<file path="config.mk">
export PLATFORM = sky130hd
export DESIGN_NAME = qspi_flash_responder
export DESIGN_NICKNAME = d
export VERILOG_FILES = /design/src/rtl/qspi_flash_responder.sv
export SDC_FILE = /design/constraint.sdc
export NUM_CORES = 1
export LEC_CHECK = 0
export ABC_CLOCK_PERIOD_IN_PS = 2000
export CAP_MARGIN = 25
export CELL_PAD_IN_SITES_DETAIL_PLACEMENT = 2
export CELL_PAD_IN_SITES_GLOBAL_PLACEMENT = 2
export CORE_ASPECT_RATIO = 1.1
export CORE_MARGIN = 3
export CORE_UTILIZATION = 36
export DETAILED_ROUTE_END_ITERATION = 8
export HOLD_SLACK_MARGIN = 0.03
export PLACE_DENSITY = 0.84
export SLEW_MARGIN = 20
export SYNTH_ARGS = -nofsm -noshare
export SYNTH_HDL_FRONTEND = slang
export SYNTH_SLANG_ARGS = --single-unit
export TNS_END_PERCENT = 5
</file>
<file path="constraint.sdc">
create_clock -name clk -period 2 [get_ports clk]
set_input_delay 0.3 -clock clk [delete_from_list [all_inputs] [get_ports clk]]
set_output_delay 0.3 -clock clk [all_outputs]
set_load 0.005 [all_outputs]
</file>
<file path="src/rtl/qspi_flash_responder.sv">
// qspi_flash_responder: device end of a quad fast-read (0xEB) link with continuous-read
// mode, fetching bytes from a synchronous byte memory and returning them as nibbles.
module qspi_flash_responder #(
    parameter int ADDR_W       = 24,
    parameter int DUMMY_CYCLES = 4
) (
    input  logic              clk,
    input  logic              rst_n,
    input  logic              qspi_sck,
    input  logic              qspi_cs_n,
    input  logic [3:0]        qspi_io_in,
    output logic [3:0]        qspi_io_out,
    output logic [3:0]        qspi_io_oe,
    output logic [ADDR_W-1:0] mem_addr,
    output logic              mem_rd,
    input  logic [7:0]        mem_data,
    output logic              busy
);
    typedef enum logic [2:0] {IDLE, CMD, ADDR, MODE, DUMMY, DATA, IGNORE} state_t;
    localparam logic [7:0] ADDR_LAST  = 8'(ADDR_W / 4 - 1);
    localparam logic [7:0] DUMMY_LAST = 8'(DUMMY_CYCLES - 1);

    logic              sck_r, sck_rr, cs_n_r;
    logic [3:0]        io_r;
    state_t            state_q, state_d;
    logic [7:0]        cnt_q, cnt_d;
    logic [ADDR_W-1:0] sr_q, sr_d, addr_q, addr_d;
    logic [3:0]        mode_q, mode_d, io_q, io_d;
    logic [7:0]        buf_q, buf_d, nbuf_q, byte_n;
    logic              cont_q, cont_d, rd_q, rd_d, lat_q, oe_q, oe_d;
    logic              hi_q, hi_d, use_n_q, use_n_d;
    logic              rise, fall;

    assign rise        = sck_r & ~sck_rr;
    assign fall        = ~sck_r & sck_rr;
    assign qspi_io_out = io_q;
    assign qspi_io_oe  = {4{oe_q}};
    assign mem_addr    = addr_q;
    assign mem_rd      = rd_q;
    assign busy        = state_q != IDLE;

    always_comb begin
        state_d = state_q;
        cnt_d   = cnt_q;
        sr_d    = sr_q;
        addr_d  = addr_q;
        mode_d  = mode_q;
        io_d    = io_q;
        buf_d   = (lat_q && state_q == DUMMY) ? mem_data : buf_q;
        cont_d  = cont_q;
        rd_d    = 1'b0;
        oe_d    = oe_q;
        hi_d    = hi_q;
        use_n_d = use_n_q;
        // After the first byte, each high nibble comes from the prefetched next byte
        byte_n  = use_n_q ? nbuf_q : buf_q;
        if (cs_n_r) begin
            state_d = IDLE;
            oe_d    = 1'b0;
        end else begin
            case (state_q)
                IDLE: begin
                    state_d = cont_q ? ADDR : CMD;
                    cnt_d   = '0;
                end
                CMD: if (rise) begin
                    sr_d  = {sr_q[ADDR_W-2:0], io_r[0]};
                    cnt_d = cnt_q + 8'd1;
                    if (cnt_q == 8'd7) begin
                        state_d = (sr_d[7:0] == 8'hEB) ? ADDR : IGNORE;
                        cnt_d   = '0;
                    end
                end
                ADDR: if (rise) begin
                    sr_d  = {sr_q[ADDR_W-5:0], io_r};
                    cnt_d = cnt_q + 8'd1;
                    if (cnt_q == ADDR_LAST) begin
                        state_d = MODE;
                        cnt_d   = '0;
                    end
                end
                MODE: if (rise) begin
                    mode_d = io_r;
                    cnt_d  = cnt_q + 8'd1;
                    if (cnt_q == 8'd1) begin
                        cont_d  = mode_q == 4'hA;
                        addr_d  = sr_q;
                        rd_d    = 1'b1;
                        use_n_d = 1'b0;
                        state_d = DUMMY;
                        cnt_d   = '0;
                    end
                end
                DUMMY: if (rise) begin
                    cnt_d = cnt_q + 8'd1;
                    if (cnt_q == DUMMY_LAST) begin
                        state_d = DATA;
                        hi_d    = 1'b1;
                        cnt_d   = '0;
                    end
                end
                DATA: if (fall) begin
                    oe_d = 1'b1;
                    hi_d = ~hi_q;
                    if (hi_q) begin
                        io_d   = byte_n[7:4];
                        buf_d  = byte_n;
                        addr_d = addr_q + ADDR_W'(1);
                        rd_d   = 1'b1;
                    end else begin
                        io_d    = buf_q[3:0];
                        use_n_d = 1'b1;
                    end
                end
                default: ;
            endcase
        end
    end

    always_ff @(posedge clk or negedge rst_n) begin
        if (!rst_n) begin
            sck_r   <= 1'b0;
            sck_rr  <= 1'b0;
            cs_n_r  <= 1'b1;
            io_r    <= '0;
            state_q <= IDLE;
            cnt_q   <= '0;
            sr_q    <= '0;
            addr_q  <= '0;
            mode_q  <= '0;
            io_q    <= '0;
            buf_q   <= '0;
            nbuf_q  <= '0;
            cont_q  <= 1'b0;
            rd_q    <= 1'b0;
            lat_q   <= 1'b0;
            oe_q    <= 1'b0;
            hi_q    <= 1'b0;
            use_n_q <= 1'b0;
        end else begin
            sck_r   <= qspi_sck;
            sck_rr  <= sck_r;
            cs_n_r  <= qspi_cs_n;
            io_r    <= qspi_io_in;
            state_q <= state_d;
            cnt_q   <= cnt_d;
            sr_q    <= sr_d;
            addr_q  <= addr_d;
            mode_q  <= mode_d;
            io_q    <= io_d;
            buf_q   <= buf_d;
            cont_q  <= cont_d;
            rd_q    <= rd_d;
            lat_q   <= rd_q;
            oe_q    <= oe_d;
            hi_q    <= hi_d;
            use_n_q <= use_n_d;
            if (lat_q && state_q != DUMMY) nbuf_q <= mem_data;
        end
    end
endmodule

</file>
### Word level (Yosys, flattened, before mapping)

Index checks and enable logic that the tools add are counted.

| operators by class | value |
|---|---|
| add/sub/neg operators | 2 |
| equal/unequal tests | 30 |
| muxes and demuxes | 54 |
| reductions and logical operators | 21 |
| bitwise gates (word level) | 6 |

Operator list:

| operator | count |
|---|---|
| 24-bit 2-to-1 mux | 6 |
| 8-bit 2-to-1 mux | 14 |
| 24-bit one-hot mux with 2 select lines | 2 |
| 8-bit one-hot mux with 5 select lines | 1 |
| 3-bit 2-to-1 mux | 10 |
| 24-bit by 1-bit adder with 24-bit output (second input constant) | 1 |
| 3-bit != test (second input constant) | 8 |
| 6-bit AND reduction | 3 |
| 8-bit by 3-bit == test with 1-bit output (second input constant) | 2 |
| 2-bit != test (second input constant) | 8 |
| 1-bit 2-to-1 mux | 15 |
| 3-bit one-hot mux with 5 select lines | 1 |
| 2-bit nonzero test | 5 |
| 9-bit AND reduction | 1 |
| 8-bit by 1-bit adder with 8-bit output (second input constant) | 1 |
| 8-bit by 1-bit == test with 1-bit output (second input constant) | 1 |
| 8-bit by 2-bit == test with 1-bit output (second input constant) | 1 |
| 8-bit == test (second input constant) | 1 |
| 4-bit AND reduction | 2 |
| 3-bit by 2-bit == test with 1-bit output (second input constant) | 2 |
| 3-bit == test (second input constant) | 2 |
| 1-bit one-hot mux with 2 select lines | 3 |
| 3-bit AND reduction | 2 |
| 6-bit nonzero test | 1 |
| other kinds (15) | 20 |

| word-level totals | value |
|---|---|
| output and inout bits | 34 |
| register bits after elaboration | 96 |
| bits of input ports | 16 |
| word-level logic and storage cells | 132 |

### Longest topological paths before layout

Gate-level depths: netlist (run 1).

| depth | value |
|---|---|
| depth in word-level cells | 7 |
| mapped depth | 9 |
| depth with buffers taken out | 8 |

### Worst setup path after synthesis (run 1)

No wires, ideal clock.

| timing path | value |
|---|---|
| path type | flip-flop to flip-flop |
| from | register cnt_q[1] |
| to | register cnt_q[6] |
| period minus slack after synthesis | 1.827 ns |
| data required time | 1.874 ns |
| data arrival time | 1.701 ns |
| stages on the path, launching flop included | 9 |
| setup slack | 0.173 ns |
| setup time | 0.126 ns |
| path buffers | 1 |
| cell sequence | dfrtp_1 -> inv_1 -> ha_1 -> nor3b_1 -> a31oi_1 -> a211oi_2 -> buf_4 -> nor2_1 -> a221o_1 |

| on the way | value |
|---|---|
| longest elaborated chain between the ends | 4 |
| elaborated cells on any way between the ends | 14 |
| those cells by class | add/sub: 1; eq/ne: 4; mux: 9 |

RTL lines:

| element | line | RTL |
|---|---|---|
| start: declaration | 26 | `logic [7:0] cnt_q, cnt_d;` |
| start signal: assignment | 146 | `cnt_q <= cnt_d;` |
| 8-bit by 1-bit adder with 8-bit output (tied with other cells) | -- |  |
| 8-bit 2-to-1 mux, on equally long branches (2 in a row) | -- |  |
| 8-bit one-hot mux with 5 select lines * | 61 | `case (state_q)` |

Every way passes the cells marked *; elsewhere a longest branch is shown, timed or not. The select of a mux whose other input is x is not followed.
A chain may end at the register's enable or synchronous reset.

### Final worst setup path (run 1)

| timing path | value |
|---|---|
| from | register cnt_q[1] |
| to | register addr_q[22] (netlist: mem_addr[22]) |

| on the way | value |
|---|---|
| longest elaborated chain between the ends | 3 |

RTL lines:

| element | line | RTL |
|---|---|---|
| 8-bit by 1-bit == test with 1-bit output | 85 | `if (cnt_q == 8'd1) begin` |
| 2-bit != test (no source line) | -- |  |
| 6-bit AND reduction (no source line) | -- |  |
| end signal: assignment | 148 | `addr_q <= addr_d;` |
| end: declaration | 27 | `logic [ADDR_W-1:0] sr_q, sr_d, addr_q, addr_d;` |

No other way between the ends.

==> results.md, run 1 <==
- The run finished, with violations left.
- In the layout the commonest cells are sky130_fd_sc_hd__dfrtp_1 (92), sky130_fd_sc_hd__nand2_1 (65), sky130_fd_sc_hd__buf_4 (54).
- In this run, distinct cell masters in the synthesized netlist total 59.
- The register bit total from synthesis is 96.
- The launching point of the worst reg2reg path is cnt_q[1]$_DFFE_PN0P_.
- The path type of the worst min-delay path is in -> async.
- The standard cell area after detailed placement is 0.00586 mm2.
- The total routing usage reported by global routing is 0.240.
- The path depth of the worst reg2reg path is 10.
- Setup repair after global routing could not meet its margin everywhere.
- In this run, CTS created clock tree buffers numbering 9.
- In the final layout, the share of cells above drive strength 1 is 0.229.
- 50 I/O pins were placed.
- The max-slew violation count is 0.
- The first global-routing pass estimated 27.8 mm of wire.
- The final weighted congestion in routability-driven placement is 0.810.
- The floorplan step defined a die boundary enclosing 0.0150 mm2.
- In this run the tightest slew margin relative to its limit is 0.678.
- The worst-case IR drop observed on VDD is 0.337 mV.
- The net count of the finished layout is 617.
- Dividing the detail-routed wire length by the instance count gives 23.7 um.
- At the later pin of the worst-skew pair, clock insertion delay measures 350 ps.
- The capture point of the worst path is mem_addr[22]$_DFFE_PN0P_.
- Based on the critical path, the design can be clocked at up to 0.467 GHz.
- No sink is reached through more buffers than the 2 on the longest clock path.
- TritonCTS built the clock tree.
- Once detail routing completed, the nets flagged for antenna violations numbered 0.
- In this run the core area contains 44 standard-cell rows.
- For the worst setup path, the data required time is 2240 ps.
- The via count of the first global-routing pass is 5021.
- The flip-flop cell with the highest count after synthesis is sky130_fd_sc_hd__dfrtp_1.
- The launch point of the worst path is cnt_q[1]$_DFFE_PN0P_.
- In the routed layout, each cell is associated on average with a via count of 5.88.
- The overall routed net length is 18.1 mm.
- The hold violation count in the final report is 0.
- The number of maximum-capacitance constraint violations is 0.
- The post-route cell area is 0.00640 mm2.
- The endpoint class of the critical path is a flip-flop.
- The synthesized design contains 0 enable-type register cells.
- The pin slew with the least headroom to its limit is 483 ps.
- The final-layout setup total negative slack is -1460 ps.
- The post-route worst setup slack is -142 ps.
- The final worst hold slack is 285 ps.
- Detailed placement ended at an HPWL of 11.5 mm.
- The height of the die is 128 um.
- The post-synthesis cell count is 508.
- The clock-pin slew on the worst setup and hold paths is 70 ps.
- The total leakage power is 2.68 nW.
- The final reports fail on setup timing.
- In this run the cell area of the synthesized design comes to 0.00488 mm2.
- In this run the tool buffered the top-level ports with 49 buffer cells.
- Leaving out fill and tap cells, the most frequent cell in the layout is sky130_fd_sc_hd__dfrtp_1.
- The sequential fraction of the synthesis area is 0.492.
- In this run the worst path has a maximum fanout of 6.
- The worst register-to-register path ends at mem_addr[22]$_DFFE_PN0P_.
- The number of levels the H-tree was split into is 3.
- The antenna diode instance count is 0.
- After synthesis, the share of flip-flops with an asynchronous set or reset is 1.00.
- The DRC violation count after routing is 0.
- The initial utilization of the core area, before any placement, comes to 0.370.
- The count of yosys warnings during synthesis is 0.
- The clock sink total is 96.
- Clock tree synthesis selected as its root buffer the cell sky130_fd_sc_hd__clkbuf_16.
- The width of the die is 117 um.
- The worst reg-to-reg setup slack is -140 ps.
- The final setup violation count is 27.
- For this run, the share of the core covered by cells in the final layout is 0.485.
- The critical path in this run is classified as reg -> reg.
- Counting every net in the synthesized netlist gives 527.
- Relative to the synthesized area, the layout overhead comes to 31.1%.
- The region available for standard cell placement spans 0.0132 mm2.
- The final critical-path share of the clock period is 1.07.
- The total power density per cell area is 959 mW/mm2.
- Before antenna repair, the detailed router went through 4 iterations.
- The nature of the critical path startpoint is a flip-flop.
- Across the routed clock network, the largest skew measured is 6.30 ps.
- The number of design-rule violations left by the first detailed-router iteration is 258.
- The final critical-path required period is 2140 ps.
- The overall via count from detail_route is 4489.
- The number of antenna violations at the first check in global routing is 0.
- Entering global routing, the biggest net connects 66 pins.
- For this run the aggregate overflow at the end of global routing stands at 0.
- Data on the critical path arrives at its endpoint at 2380 ps.
- A synthesized cell averages 9.62 um2.
==> kinds of logic (layout without fill, tap and decap cells) <==
logic type	count (synthesis)	count (layout)	share of synthesized area
multiplexers	45	45	0.0968
XOR/XNOR	2	2	0.00359
buffers and inverters	41	136	0.0407
adder cells (fa/ha/maj)	4	4	0.00973
flip-flops	96	96	0.492
AND/OR/NAND/NOR	173	173	0.175
AO/OA/AOI/OAI	147	147	0.182
==> metal layers <==
metal	part of all wire	routed length (um)	global-route usage
met5	0	0	0
met4	0.024	435	0.0951
met3	0.029	531	0.0312
met2	0.52	9390	0.406
met1	0.43	7770	0.309
==> synth_stat cells (2+ instances only) <==
cell	n	area [um2]
sky130_fd_sc_hd__dfrtp_1	95	2380
sky130_fd_sc_hd__nand2_1	66	248
sky130_fd_sc_hd__o21ai_0	56	280
sky130_fd_sc_hd__a21oi_1	37	185
sky130_fd_sc_hd__nor2_1	30	113
sky130_fd_sc_hd__mux2i_1	27	270
sky130_fd_sc_hd__nand3_1	21	105
sky130_fd_sc_hd__mux2_2	18	203
sky130_fd_sc_hd__o22ai_1	13	81.3
sky130_fd_sc_hd__buf_2	12	60.1
sky130_fd_sc_hd__clkbuf_1	11	41.3
sky130_fd_sc_hd__and3_1	8	50.1
sky130_fd_sc_hd__buf_4	8	60.1
sky130_fd_sc_hd__nand4_1	7	43.8
sky130_fd_sc_hd__nor3_1	7	35.0
sky130_fd_sc_hd__inv_1	6	22.5
sky130_fd_sc_hd__o31ai_1	6	45.0
sky130_fd_sc_hd__a22o_1	5	43.8
sky130_fd_sc_hd__nor2b_1	5	31.3
sky130_fd_sc_hd__a31oi_1	4	25.0
sky130_fd_sc_hd__nand2b_1	4	25.0
sky130_fd_sc_hd__a211oi_1	3	22.5
sky130_fd_sc_hd__a21o_1	3	22.5
sky130_fd_sc_hd__buf_1	3	11.3
sky130_fd_sc_hd__ha_1	3	37.5
sky130_fd_sc_hd__o2bb2a_1	3	30.0
sky130_fd_sc_hd__o32ai_1	3	26.3
sky130_fd_sc_hd__or3_1	3	18.8
sky130_fd_sc_hd__a221o_1	2	20.0
sky130_fd_sc_hd__a311oi_1	2	17.5
sky130_fd_sc_hd__a31o_2	2	17.5
sky130_fd_sc_hd__and2_1	2	12.5
sky130_fd_sc_hd__and4_1	2	17.5
sky130_fd_sc_hd__nand3_2	2	20.0
sky130_fd_sc_hd__nor3b_1	2	15.0
sky130_fd_sc_hd__nor4b_1	2	17.5
sky130_fd_sc_hd__nor4bb_1	2	20.0
sky130_fd_sc_hd__or2_1	2	12.5
==> worst min-delay path by stage <==
stage	endpoint	from	cells past startpoint	slack, ps
6_report	cnt_q[7]$_DFFE_PN0P_	rst_n	2	290
5_1_grt	cnt_q[5]$_DFFE_PN0P_	rst_n	2	300
4_1_cts	cnt_q[5]$_DFFE_PN0P_	rst_n	2	270
3_5_place_dp	cnt_q[7]$_DFFE_PN0P_	rst_n	1	110
3_3_place_gp	cnt_q[7]$_DFFE_PN0P_	rst_n	1	100
2_1_floorplan	buf_q[0]$_DFFE_PN0P_	rst_n	0	4
==> through the flow <==
stage                     std cells  power [mW]  setup WS [ps]
after floorplan                 508        3.29            173
after global placement          738        4.09           30.0
after detailed placement        738        4.23           -101
after CTS                       759        6.02          -52.8
after global routing            764        6.48           -196
final                           764        6.14           -142
==> critical path, stage by stage, from the launching register on <==
cell,delay [ps]
sky130_fd_sc_hd__dfrtp_1,390
sky130_fd_sc_hd__inv_2,90
sky130_fd_sc_hd__ha_4,130
sky130_fd_sc_hd__nor3b_4,210
sky130_fd_sc_hd__buf_6,150
sky130_fd_sc_hd__nand2_2,80
sky130_fd_sc_hd__o31a_1,390
sky130_fd_sc_hd__clkinv_4,130
sky130_fd_sc_hd__buf_4,120
sky130_fd_sc_hd__o21ai_0,90
sky130_fd_sc_hd__a22o_1,250
==> where the power goes <==
part           leakage [nW]  internal [mW]  switching, mW
combinational          1.29          0.927          0.858
sequential             1.25           2.25          0.383
clock                 0.140          0.966          0.758
==> flip-flops by register name, indices dropped and copies added, names as in the netlist <==
signal / count
buf_q: 8
cnt_q: 8
cont_q: 1
cs_n_r: 1
hi_q: 1
io_r: 4
lat_q: 1
mem_addr: 24
mem_rd: 1
mode_q: 4
nbuf_q: 8
oe_q: 1
qspi_io_out: 4
sck_r: 1
sck_rr: 1
sr_q: 24
state_q: 3
use_n_q: 1
==> final cells by class <==
type	count	area [um2]
Inverter	7	31.3
Timing Repair Buffer	113	1050
Fill cell	1360	6810
Sequential cell	96	2410
Tap cell	161	201
Multi-Input combinational cell	371	2440
Clock buffer	12	236
Clock inverter	4	45.0
==> repair_timing <==
item	CTS	global route
hold endpoints to repair	69	0
hold buffers	1	0
setup endpoints to repair	33	39
pin swaps	2	9
setup buffers	4	6
resized for setup	14	39
Note: power is estimated with default switching activity, not from simulation.
==> inputs of run 2 (changes only) <==
- PLACE_DENSITY: 0.84 -> default
- PLACE_DENSITY_LB_ADDON: default -> 0.1
==> results.md, run 2 (synthesis results as in run 1) <==
- From synthesis to final layout, the design area changed by 30.7%.
- The total leakage power is 2.67 nW.
- The tree is rooted in a sky130_fd_sc_hd__clkbuf_16.
- The floorplan step defined a core boundary enclosing 0.0132 mm2.
- Clock tree synthesis inserted a total of 9 buffers.
- The finished layout holds 761 standard cells, fillers aside.
- In the routed design, unresolved DRC markers number 0.
- The clock sink total is 96.
- The die is 128 um tall.
- The internal power is 4.15 mW.
- Setup repair after global routing could not meet its margin everywhere.
- Between clock sinks in the finished design, the worst skew comes to 10.1 ps.
- The via count of the first global-routing pass came to 4624.
- The checks that failed: setup timing.
- At the later pin of the worst-skew pair, clock insertion delay measures 360 ps.
- For this run, the detailed router's first-pass iteration total came to 4.
- The first global-routing pass estimated 25.9 mm of wire.
- The max-slew violation count is 0.
- Across every metal layer, demand over resource in global routing totals 0.225.
- The overall routed net length is 16.7 mm.
- The path type of the worst min-delay path is in -> reg.
- The site row count is 44.
- The share of total power dissipated in sequential elements is 0.425.
- The final-layout setup total negative slack is -757 ps.
- STA puts the critical path data arrival time at 2360 ps.
- Including well taps, the total number of placed cells is 738.
- The area taken by multi-input logic gates is 0.00241 mm2.
- The relative slew slack is 0.644.
- Summed over all nets, the switching power comes to 2.02 mW.
- The final weighted congestion in routability-driven placement is 0.844.
- Registers take 0.00240 mm2.
- The run finished, with violations left.
- The initial standard-cell utilization of the core is 0.370.
- The overall via count from detail_route is 4356.
- The post-route worst setup slack is -105 ps.
- Summed over all nets, the half-perimeter wirelength after detailed placement is 11.3 mm.
- The switching part of the total is 0.327.
- The routed design could run at a clock period as short as 2110 ps.
- The final worst hold slack is 356 ps.
- The die is 117 um wide.
- The share of total power dissipated in combinational logic is 0.284.
- The number of levels the H-tree was split into is 3.
- The critical-path maximum fanout is 3.
- At the pin with the least slew margin, the transition time is 535 ps.
- Dividing the final minimum period by the clock period gives 1.05.
- At the end of the flow, the number of nets in the layout was 614.
- The number of antenna diodes in the final layout is 0.
- The filler cells instantiated in the layout total 1366.
- The maximum achievable frequency is 0.475 GHz.
- Across the VDD grid, the largest voltage drop is 0.551 mV.
- The number of primary I/O pins is 50.
- The share of final-layout standard cells stronger than drive strength 1 is 0.227.
- Counting along the longest clock path gives a buffer depth of 2.
- The final setup violation count is 14.
- The via density per instance is 5.72.
- The top cell types in the final layout, fill and taps aside, are sky130_fd_sc_hd__dfrtp_1 (94), sky130_fd_sc_hd__nand2_1 (63), sky130_fd_sc_hd__o21ai_0 (54).
- The endpoint class of the critical path is a flip-flop.
- The largest net degree at the start of global routing is 47.
- The hold violation count in the final report is 0.
- The detailed router finished its first iteration with 213 violations.
- The setup path with the least slack is of type reg -> reg.
- After global routing the overflow that remains totals 0.
- The clock tree from TritonCTS is built.
- The number of maximum-capacitance constraint violations is 0.
- In this run the remaining antenna-violating nets after routing total 0.
- In this run the tool buffered the top-level ports with 49 buffer cells.
- The die covers 0.0150 mm2.
- For the worst setup path, the data required time is 2250 ps.
- The share of the core filled with cells in the final layout is 0.483.
- The total power density per cell area is 967 mW/mm2.
- Power comes to 6.17 mW.
- The clock-pin slew on the worst setup and hold paths is 70 ps.
- The worst setup path is launched from a flip-flop.
- Of the total power, the clock network draws 0.291.
- The library cell used most frequently in the layout, excluding fill and tap cells, is sky130_fd_sc_hd__dfrtp_1.
- The number of antenna violations at the first check in global routing is 0.
- In the final routed layout, each cell accounts on average for 22.0 um.
[run 2: routing by layer]
layer  up-vias  GRT usage  routed length (um)
met5         -          0                   0
met4         0     0.0783                 362
met2        73      0.368                8270
met1      2254      0.305                7660
li1       2005          -                   -
met3        24     0.0297                 421
[run 2: per-stage QoR]
step | area [um2] | setup WS, ps
floorplan | 4880 | 173
global placement | 5880 | -24.0
detailed placement | 5880 | -64.6
CTS | 6250 | -0.245
global route | 6380 | -186
finish | 6380 | -105
[run 2: layout make-up]
type,count,share of cell area
well taps,161,0.0316
repair buffers,110,0.162
clock buffers,11,0.0380
multi-input cells,371,0.378
clock inverters,5,0.00882
inverters,7,0.00490
flip-flops and latches,96,0.377
[run 2: worst paths after layout]
kind,from,endpoint,slack [ps],depth (start not counted)
setup / recovery,cnt_q[1]$_DFFE_PN0P_,state_q[1]$_DFFE_PN0P_,-110,9
hold / removal,qspi_cs_n,cs_n_r$_DFF_PN1_,360,1
setup reg to reg,cnt_q[1]$_DFFE_PN0P_,state_q[1]$_DFFE_PN0P_,-110,9
hold reg to reg,mem_rd$_DFF_PN0_,lat_q$_DFF_PN0_,410,0
max in group asynchronous,rst_n,mem_addr[15]$_DFFE_PN0P_,920,3
min in group asynchronous,rst_n,cnt_q[4]$_DFFE_PN0P_,470,2
[run 2: power groups by stage]
stage                     Combinational (mW)  Clock, mW  Sequential, mW
after floorplan                        0.754          0            2.54
after global placement                  1.48          0            2.62
after detailed placement                1.56          0            2.64
after CTS                               1.61       1.84            2.61
after global routing                    1.91       1.94            2.67
final                                   1.75       1.79            2.62
[run 2: worst max-delay path, cell delays in order (launching register included)]
cell and delay [ps]:
sky130_fd_sc_hd__dfrtp_1 430, sky130_fd_sc_hd__inv_2 90, sky130_fd_sc_hd__ha_1 150, sky130_fd_sc_hd__nor3b_2 180, sky130_fd_sc_hd__buf_4 170, sky130_fd_sc_hd__a31oi_4 110, sky130_fd_sc_hd__a211oi_4 300, sky130_fd_sc_hd__buf_4 190
sky130_fd_sc_hd__a21oi_2 60, sky130_fd_sc_hd__a311oi_2 320
[run 2: what timing repair did]
| item | in CTS | in global routing |
|---|---|---|
| pin swaps | 2 | 4 |
| endpoints found under the hold margin | 33 | 0 |
| cloned | 0 | 0 |
| endpoints found under the setup margin | 27 | 37 |
| buffers inserted | 1 | 5 |
| gates resized for setup | 12 | 27 |
| hold buffers | 1 | 0 |
